<file path="src/rtl/fifo_rd_arbiter.sv">
// fifo_rd_arbiter
// Shares one downstream stream consumer between NUM_REQ FIFO read ports.
// A non-empty FIFO is picked round-robin and receives up to BURST_MAX pops.
// Returned words go into a 2-entry in-order output buffer and leave on a
// valid/ready stream, tagged with the index of the FIFO that supplied them.
//
// Build option: define FIFO_ARB_FIXED_PRIO_EN to replace round-robin with
// fixed priority (index 0 highest). Burst and credit behaviour are the same
// in both builds.
module fifo_rd_arbiter #(
    parameter int NUM_REQ    = 4,
    parameter int DATA_WIDTH = 8,
    parameter int BURST_MAX  = 4
) (
    input  logic                          clk,
    input  logic                          reset,
    input  logic [NUM_REQ-1:0]            req_empty,
    input  logic [NUM_REQ-1:0]            req_almost_empty,
    output logic [NUM_REQ-1:0]            req_rd_en,
    input  logic [NUM_REQ*DATA_WIDTH-1:0] req_rd_data,
    output logic [DATA_WIDTH-1:0]         out_data,
    output logic [$clog2(NUM_REQ)-1:0]    out_src,
    output logic                          out_valid,
    input  logic                          out_ready,
    output logic                          busy
);

    localparam int         IDX_W     = $clog2(NUM_REQ);
    localparam logic [7:0] BURST_LIM = 8'(BURST_MAX);

    typedef enum logic [1:0] {
        IDLE    = 2'd0,
        BURST   = 2'd1,
        RELEASE = 2'd2
    } state_t;

    state_t                 state;
    state_t                 state_nxt;
    logic [IDX_W-1:0]       grant;
    logic [IDX_W-1:0]       grant_nxt;
    logic [IDX_W-1:0]       rr_ptr;
    logic [IDX_W-1:0]       rr_ptr_nxt;
    logic [7:0]             cnt;
    logic [7:0]             cnt_nxt;
    logic                   pop;
    logic                   pop_last;
    logic                   credit_ok;
    logic                   xfer;

    logic                   vld_p1;
    logic [IDX_W-1:0]       src_p1;

    logic [DATA_WIDTH-1:0]  rd_slice [NUM_REQ];
    logic [DATA_WIDTH-1:0]  buf_data [2];
    logic [IDX_W-1:0]       buf_src  [2];
    logic                   wr_ptr;
    logic                   rd_ptr;
    logic [1:0]             occ;

    // Pop counter increment that holds at the burst limit.
    function automatic logic [7:0] sat_inc(input logic [7:0] v);
        return (v >= BURST_LIM) ? BURST_LIM : v + 8'd1;
    endfunction

`ifdef FIFO_ARB_FIXED_PRIO_EN
    // Lowest-index non-empty FIFO wins.
    function automatic logic [IDX_W-1:0] pick_fixed(input logic [NUM_REQ-1:0] empty);
        logic [IDX_W-1:0] sel;
        logic [IDX_W-1:0] cand;
        sel = '0;
        for (int i = NUM_REQ - 1; i >= 0; i--) begin
            cand = IDX_W'(i);
            if (!empty[cand]) begin
                sel = cand;
            end
        end
        return sel;
    endfunction
`else
    // First non-empty FIFO strictly after ptr, wrapping NUM_REQ-1 -> 0.
    function automatic logic [IDX_W-1:0] pick_rr(input logic [NUM_REQ-1:0] empty,
                                                 input logic [IDX_W-1:0]   ptr);
        logic [IDX_W-1:0] sel;
        logic [IDX_W-1:0] cand;
        logic             found;
        sel   = '0;
        found = 1'b0;
        for (int k = 1; k <= NUM_REQ; k++) begin
            cand = IDX_W'((int'(ptr) + k) % NUM_REQ);
            if (!found && !empty[cand]) begin
                sel   = cand;
                found = 1'b1;
            end
        end
        return sel;
    endfunction
`endif

    // ---- stage p0: arbitration, credit check and pop issue ----

    assign xfer = out_valid && out_ready;

    // A pop is safe when the words already buffered or in flight, minus the
    // one leaving this cycle, still leave a free buffer slot on landing.
    assign credit_ok = ({1'b0, occ} + {2'b00, vld_p1}) < (3'd2 + {2'b00, xfer});

    // Next-state, grant selection and pop decision.
    always_comb begin
        state_nxt  = state;
        grant_nxt  = grant;
        cnt_nxt    = cnt;
        rr_ptr_nxt = rr_ptr;
        pop        = 1'b0;
        pop_last   = 1'b0;
        case (state)
            IDLE: begin
                if (req_empty != {NUM_REQ{1'b1}}) begin
`ifdef FIFO_ARB_FIXED_PRIO_EN
                    grant_nxt = pick_fixed(req_empty);
`else
                    grant_nxt = pick_rr(req_empty, rr_ptr);
`endif
                    cnt_nxt   = 8'd0;
                    state_nxt = BURST;
                end
            end
            BURST: begin
                // Exiting on a last-flagged pop means a second pop can never
                // follow one issued while the FIFO held its final word.
                if (credit_ok && !req_empty[grant] && (cnt < BURST_LIM)) begin
                    pop      = 1'b1;
                    pop_last = req_almost_empty[grant];
                    cnt_nxt  = sat_inc(cnt);
                end
                if ((cnt_nxt == BURST_LIM) || pop_last || (req_empty[grant] && !pop)) begin
                    state_nxt = RELEASE;
                end
            end
            RELEASE: begin
                rr_ptr_nxt = grant;
                state_nxt  = IDLE;
            end
            default: begin
                state_nxt = IDLE;
            end
        endcase
    end

    // Pop strobe to the granted FIFO only.
    always_comb begin
        req_rd_en        = '0;
        req_rd_en[grant] = pop;
    end

    // Arbiter control registers.
    always_ff @(posedge clk or negedge reset) begin
        if (!reset) begin
            state  <= IDLE;
            grant  <= '0;
            cnt    <= 8'd0;
            rr_ptr <= IDX_W'(NUM_REQ - 1);
        end else begin
            state  <= state_nxt;
            grant  <= grant_nxt;
            cnt    <= cnt_nxt;
            rr_ptr <= rr_ptr_nxt;
        end
    end

    // ---- stage p1: FIFO read data returns one cycle after the pop ----

    // In-flight marker for the pop issued last cycle; cleared by reset so a
    // read interrupted by reset is discarded.
    always_ff @(posedge clk or negedge reset) begin
        if (!reset) begin
            vld_p1 <= 1'b0;
            src_p1 <= '0;
        end else begin
            vld_p1 <= pop;
            src_p1 <= grant;
        end
    end

    // Split the flat read-data bus into per-FIFO words.
    always_comb begin
        for (int i = 0; i < NUM_REQ; i++) begin
            rd_slice[i] = req_rd_data[i*DATA_WIDTH +: DATA_WIDTH];
        end
    end

    // Output buffer pointers and occupancy; push and pop together cancel.
    always_ff @(posedge clk or negedge reset) begin
        if (!reset) begin
            wr_ptr <= 1'b0;
            rd_ptr <= 1'b0;
            occ    <= 2'd0;
        end else begin
            if (vld_p1) begin
                wr_ptr <= ~wr_ptr;
            end
            if (xfer) begin
                rd_ptr <= ~rd_ptr;
            end
            occ <= occ + {1'b0, vld_p1} - {1'b0, xfer};
        end
    end

    // Output buffer storage; contents only matter while occ says so.
    always_ff @(posedge clk) begin
        if (vld_p1) begin
            buf_data[wr_ptr] <= rd_slice[src_p1];
            buf_src[wr_ptr]  <= src_p1;
        end
    end

    // ---- stream output from the buffer head ----

    assign out_valid = (occ != 2'd0);
    assign out_data  = out_valid ? buf_data[rd_ptr] : '0;
    assign out_src   = out_valid ? buf_src[rd_ptr]  : '0;
    assign busy      = (state != IDLE) || (occ != 2'd0) || vld_p1;

endmodule

</file>
<file path="config.mk">
export PLATFORM = sky130hd
export DESIGN_NAME = fifo_rd_arbiter
export DESIGN_NICKNAME = d
export VERILOG_FILES = /design/src/rtl/fifo_rd_arbiter.sv
export SDC_FILE = /design/constraint.sdc
export NUM_CORES = 1
export LEC_CHECK = 0
export CAP_MARGIN = 20
export CORE_MARGIN = 10
export CORE_UTILIZATION = 43
export CTS_CLUSTER_DIAMETER = 150
export DETAILED_ROUTE_END_ITERATION = 12
export GPL_ROUTABILITY_DRIVEN = 0
export PLACE_DENSITY = 0.76
export SLEW_MARGIN = 30
export SYNTH_ARGS = -nofsm -noshare
export SYNTH_HDL_FRONTEND = slang
export SYNTH_SLANG_ARGS = --single-unit
</file>
<file path="constraint.sdc">
create_clock -name clk -period 2.19 [get_ports clk]
set_input_delay 0.438 -clock clk [delete_from_list [all_inputs] [get_ports clk]]
set_output_delay 0.438 -clock clk [all_outputs]
set_load 0.005 [all_outputs]
</file>
# After elaboration in Yosys (flattened, before gate mapping)

Memory sizes are Yosys's and may differ from the RTL's.
Cells that the tools add are included.
Widths: inputs -> output; s select.

Reductions and logical operators: 27
Magnitude comparators: 10
Equal/unequal tests: 6
Bitwise gates (word level): 4
Add/sub/neg operators: 9
Mux-type cells: 47

Operators with widths:

| kind                | count |
|---|---|
| $mux 8              | 7 |
| $mux 1              | 23 |
| $bmux 8 s2          | 1 |
| $pmux 8 s2          | 1 |
| $lt 2x3->1 const B  | 5 |
| $mux 2              | 7 |
| $bmux 1 s2          | 6 |
| $add 8x1->8 const B | 1 |
| $eq 8x3->1 const B  | 1 |
| $ge 8x3->1 const B  | 1 |
| $logic_and 1x1->1   | 8 |
| $logic_not 1->1     | 8 |
| $lt 8x3->1 const B  | 1 |
| $reduce_and 2->1    | 3 |
| $reduce_bool 2->1   | 3 |
| $add 2x1->2 const B | 2 |
| $add 2x2->2 const B | 2 |
| $and 4x4->4         | 1 |
| $logic_or 1x1->1    | 4 |
| $ne 2x2->1 const B  | 2 |
| $ne 4x4->1 const B  | 1 |
| $pmux 2 s2          | 1 |
| $add 2x1->3         | 1 |
| $add 2x1->3 const A | 1 |
| other kinds (11)    | 12 |

Bits in writable memories: 20
Memories kept: 2
Word-level logic and storage cells: 114
Output and inout port bits: 16
Input port bits: 43
Bits in registers: 21

Memories:

| name     | depth | width | rd ports | clocked after Yosys merged registers in | wr ports | line | text |
|---|---|---|---|---|---|---|---|
| buf_data | 2     | 8     | 1        | 0                                       | 1        | 54   | `logic [DATA_WIDTH-1:0] buf_data [2];` |
| buf_src  | 2     | 2     | 1        | 0                                       | 1        | 55   | `logic [IDX_W-1:0] buf_src [2];` |

# Depth between registers and ports, before layout

Gate-level depths: netlist (run 1).

Word-level depth: 19
Gate-level depth with buffers: 7
Gate-level depth less buffers: 7

# Worst setup path after synthesis (run 1)

OpenSTA, ideal clock, no wires.

Kind: register -> output
Start: reg grant[0]
End: out req_rd_en[0]
Stages on the path, launching flop included: 7
Data arrival time: 1859 ps
Required time: 1752 ps
Slack: -107 ps
Path through: dfrtp_1 clkbuf_1 mux4_2 nor2_1 and4_1 buf_2 nor3b_1

Longest elaborated chain between the ends: 9
Elaborated cells between the ends (all ways): 14
Classes of those cells: 2 x order compare; 7 x mux; 1 x bitwise; 4 x reduce/logical

Ends and longest elaborated chain:

| element                         | line | text |
|---|---|---|
| start: declaration              | 39   | `logic [IDX_W-1:0] grant;` |
| start signal: assignment        | 164  | `grant <= grant_nxt;` |
| $bmux 1 s2                      | 130  | `if (credit_ok && !req_empty[grant] && (cnt < BURST_LIM)) begin` |
| $mux 1 (not written as such)    | 130  |  |
| $logic_not 1->1                 | 130  |  |
| $logic_and 1x1->1 (2 in series) | 130  |  |
| $mux 1                          | 130  |  |
| $mux 1 (2 in series)            | 115  | `case (state)` |
| via pop                         | 45   | `logic pop;` |
| $and 4x4->4 (no source line)    | -    |  |
| end: declaration                | 19   | `output logic [NUM_REQ-1:0] req_rd_en,` |

The timed path passes the listed nets, and every way through them passes these cells. The select of a mux whose other input is x is not followed.

# Worst setup path after layout (run 1)

Start: reg cnt[3]
End: out req_rd_en[0]

Longest elaborated chain between the ends: 6

Ends and longest elaborated chain:

| element                      | line | text |
|---|---|---|
| start: declaration           | 43   | `logic [7:0] cnt;` |
| start signal: assignment     | 165  | `cnt <= cnt_nxt;` |
| $lt 8x3->1                   | 130  |  |
| $logic_and 1x1->1            | 130  |  |
| $mux 1                       | 130  |  |
| $mux 1 (2 in series)         | 115  |  |
| $and 4x4->4 (no source line) | -    |  |

No other way between the ends. The select of a mux whose other input is x is not followed.

==> results.cfg, run 1 <==
[synth]
synth_top_area_cell = edfxtp_1
syn-num-nets = 208
ys_ff_latch = 41
postSynthCellCount = 159
synth_edf_count = 20
yosysWarnings = 0
yosysTopAreaCellShare = 0.293
avgSynthCellArea_um2 = 12.9
synthArstFlopShare = 0.512
ys.flop_type = edfxtp_1
ys_seq_area_frac = 0.550
synth_cell_types = 39
synthTopCellsByArea = edfxtp_1 (29%), dfrtp_1 (23%), mux4_2 (11%)
syn-cell-area_um2 = 2050

[layout]
fillers = 353
fin_nets = 291
layout_common_cells = clkdlybuf4s50_1 (47), buf_4 (22), edfxtp_1 (20)
n_antenna_cell = 0
area_delta_synth_final_pct = 45.7
final_common_cell = clkdlybuf4s50_1
drive_above_1_share = 0.263
postLayoutCellArea_um2 = 2990
fin_cells = 297

[detailed_routing]
antenna_left = 0
drt-vias-per-instance = 5.23
drtPass1Iterations = 4
wl_met2_um = 2740
wl_met3_um = 238
drtIter0Drc = 55
drc = 0
wl_per_cell_um = 16.9
vias = 1553
top_layer_used = met4
drt-total-wl_um = 5020
wl_met1_um = 1930

[sta]
min_period_ns = 2.31
max_slew_margin = 0.646
final-setup-viol-count = 4
timing_max_transition_violations_final = 0
post-route-period-util = 1.06
clock_skew_ns = 0.00688
fin_hold_ws_ns = 0.488
rsz0062_at_grt = true
tightestPinTransition_ns = 0.531
fmax_mhz = 433
finalHoldViolCount = 0
setup_slack_ns = -0.121

[setup_path]
crit_fanout = 5
slowest_delay_ns = 0.57
cp_slowest_cell = or4_4
rr_worst_depth = 5
critPathCaptureType = primary output
start_kind = register
crit_chain = or4_4 -> nor2_4 -> and4_4 -> nor3b_2 -> buf_2
timing.rr.end = state[0]$_DFFE_PN0P_
r2r_start = cnt[3]$_DFFE_PN0P_
r2r_slack_ns = 0.05
cp.arrival_ns = 1.87
critPathKind = register to primary output
required_ns = 1.75

[placement]
placed_cells = 281
place_hpwl_um = 3800
io_buffers = 58
dpl_cell_area_um2 = 2800

[global_route]
grt_max_degree = 22
grt_overflow = 0
antenna_found_initial = 0
track_usage = 0.127
grt_pass1_vias = 1618
grt_pass1_wl_um = 7730

[floorplan]
chipHeight_um = 89.1
rows = 25
die_x_um = 89.1
placeableCoreArea_um2 = 4660
dieArea_um2 = 7940
io_pins = 59
initial_core_util = 0.441

[cts]
cts_hold_repair.buffers = 0
clk_latency_ns = 0.29
clk_pin_slew_ns = 0.08
cts_root_buf = clkbuf_8
cts_tree = done
htree_levels = 2
cts_made_buffers = 5
cts_buffer_depth = 2
clkSinkCount = 41

[power]
cellPowerDensity_nw_per_um2 = 1170
p_switching_mw = 1.18
irDropWorstVdd_v = 0.000595
seq_power_share = 0.382
p_comb_frac = 0.480
swShare = 0.338
cellLeakagePower_nw = 1.27
intPower_mw = 2.32
power_frac_clock = 0.139

[status]
violations = setup timing
status = finished with violations

[min_path]
min_path_type = input pin to asynchronous set/reset pin

[run]
maxCapViolCount = 0
==> through the flow <==
| stage | setup TNS, ns | worst slack [ns] | util | power, mW |
|---|---|---|---|---|
| 2_1_floorplan | 0 | 0.000772 | - | 2.15 |
| 3_3_place_gp | -3.25 | -0.734 | 0.601 | 2.85 |
| 3_5_place_dp | -3.49 | -0.778 | 0.601 | 2.89 |
| 4_1_cts | -0.437 | -0.123 | 0.632 | 3.46 |
| 5_1_grt | -0.783 | -0.206 | 0.642 | 3.75 |
| 6_report | -0.452 | -0.121 | 0.642 | 3.50 |
==> critical path: cells and delay by family, from the launching register on <==
| kind | cells | cell delay, ns |
|---|---|---|
| and+or+nand+nor | 4 | 1.07 |
| buffers and inverters | 1 | 0.13 |
| DFF | 1 | 0.39 |
==> metal layers <==
metal | vias to the layer above | GRT usage
li1 | 745 | -
met1 | 764 | 0.138
met2 | 36 | 0.225
met5 | - | 0
met3 | 8 | 0.0310
met4 | 0 | 0.0578
==> power by group through the flow <==
stage / registers (mW) / clock network [mW] / logic, mW
2_1_floorplan: 1.22 / 0 / 0.932
3_3_place_gp: 1.34 / 0 / 1.51
3_5_place_dp: 1.34 / 0 / 1.55
4_1_cts: 1.33 / 0.494 / 1.64
5_1_grt: 1.37 / 0.535 / 1.85
6_report: 1.33 / 0.485 / 1.68
==> layout make-up <==
cell class | count | area, um2 | area share
tap | 54 | 67.6 | 0.0226
clock inverter | 2 | 15.0 | 0.00502
multi-input combinational | 102 | 908 | 0.304
sequential | 41 | 1130 | 0.378
timing repair buffer | 83 | 764 | 0.256
clock buffer | 6 | 72.6 | 0.0243
inverter | 9 | 33.8 | 0.0113
==> timing repair <==
| item | 4_1_cts | 5_1_grt |
|---|---|---|
| gates cloned | 0 | 1 |
| resized for setup | 31 | 8 |
| pin swaps | 5 | 2 |
| setup endpoints to repair | 14 | 17 |
| buffers inserted | 5 | 2 |
==> synth_stat cells, types with 2 or more instances <==
library cell  instances
mux2_2                3
buf_1                 2
inv_1                 9
o31ai_1               2
and2_1                5
clkbuf_1              4
o21ai_0               8
nand2b_1              3
edfxtp_1             20
or3_1                 2
xnor2_1               3
dfrtp_1              19
nor2_1               19
mux2i_1              10
ha_1                  6
nand4_1               2
dfstp_2               2
mux4_2               10
nand2_1              10
==> worst max-delay path by stage <==
stage,startpoint,endpoint,depth (start not counted)
final,cnt[3]$_DFFE_PN0P_,req_rd_en[0],5
after global routing,cnt[3]$_DFFE_PN0P_,req_rd_en[0],5
after CTS,cnt[3]$_DFFE_PN0P_,req_rd_en[0],5
after detailed placement,req_empty[0],req_rd_en[0],6
after global placement,req_empty[1],req_rd_en[0],6
after floorplan,grant[0]$_DFFE_PN0P_,req_rd_en[0],6
==> flip-flops by register name, indices dropped and copies added, names as in the netlist <==
register and count:
rr_ptr 2, grant 2, src_p1 2, buf_src 4
state 2, vld_p1 1, occ 2, rd_ptr 1
cnt 8, wr_ptr 1, buf_data 16
==> logic make-up after synthesis <==
family	after synthesis	share of synthesized area
AO/OA/AOI/OAI	18	0.0634
adder cells (fa/ha/maj)	6	0.0366
AND/OR/NAND/NOR	51	0.129
multiplexers	23	0.175
XOR/XNOR	4	0.0171
buffers and inverters	16	0.0299
flip-flops	41	0.550
Note: power is estimated with default switching activity, not from simulation.
==> run 2, diff against run 1 <==
--- a/config.mk
+++ b/config.mk
@@ -5,7 +5,7 @@
 export SDC_FILE = /design/constraint.sdc
 export NUM_CORES = 1
 export LEC_CHECK = 0
-export CAP_MARGIN = 20
+export CAP_MARGIN = 40
 export CORE_MARGIN = 10
 export CORE_UTILIZATION = 43
 export CTS_CLUSTER_DIAMETER = 150
==> results of run 2 <==
The final DEF is identical to that of run 1; final timing and power are the same.
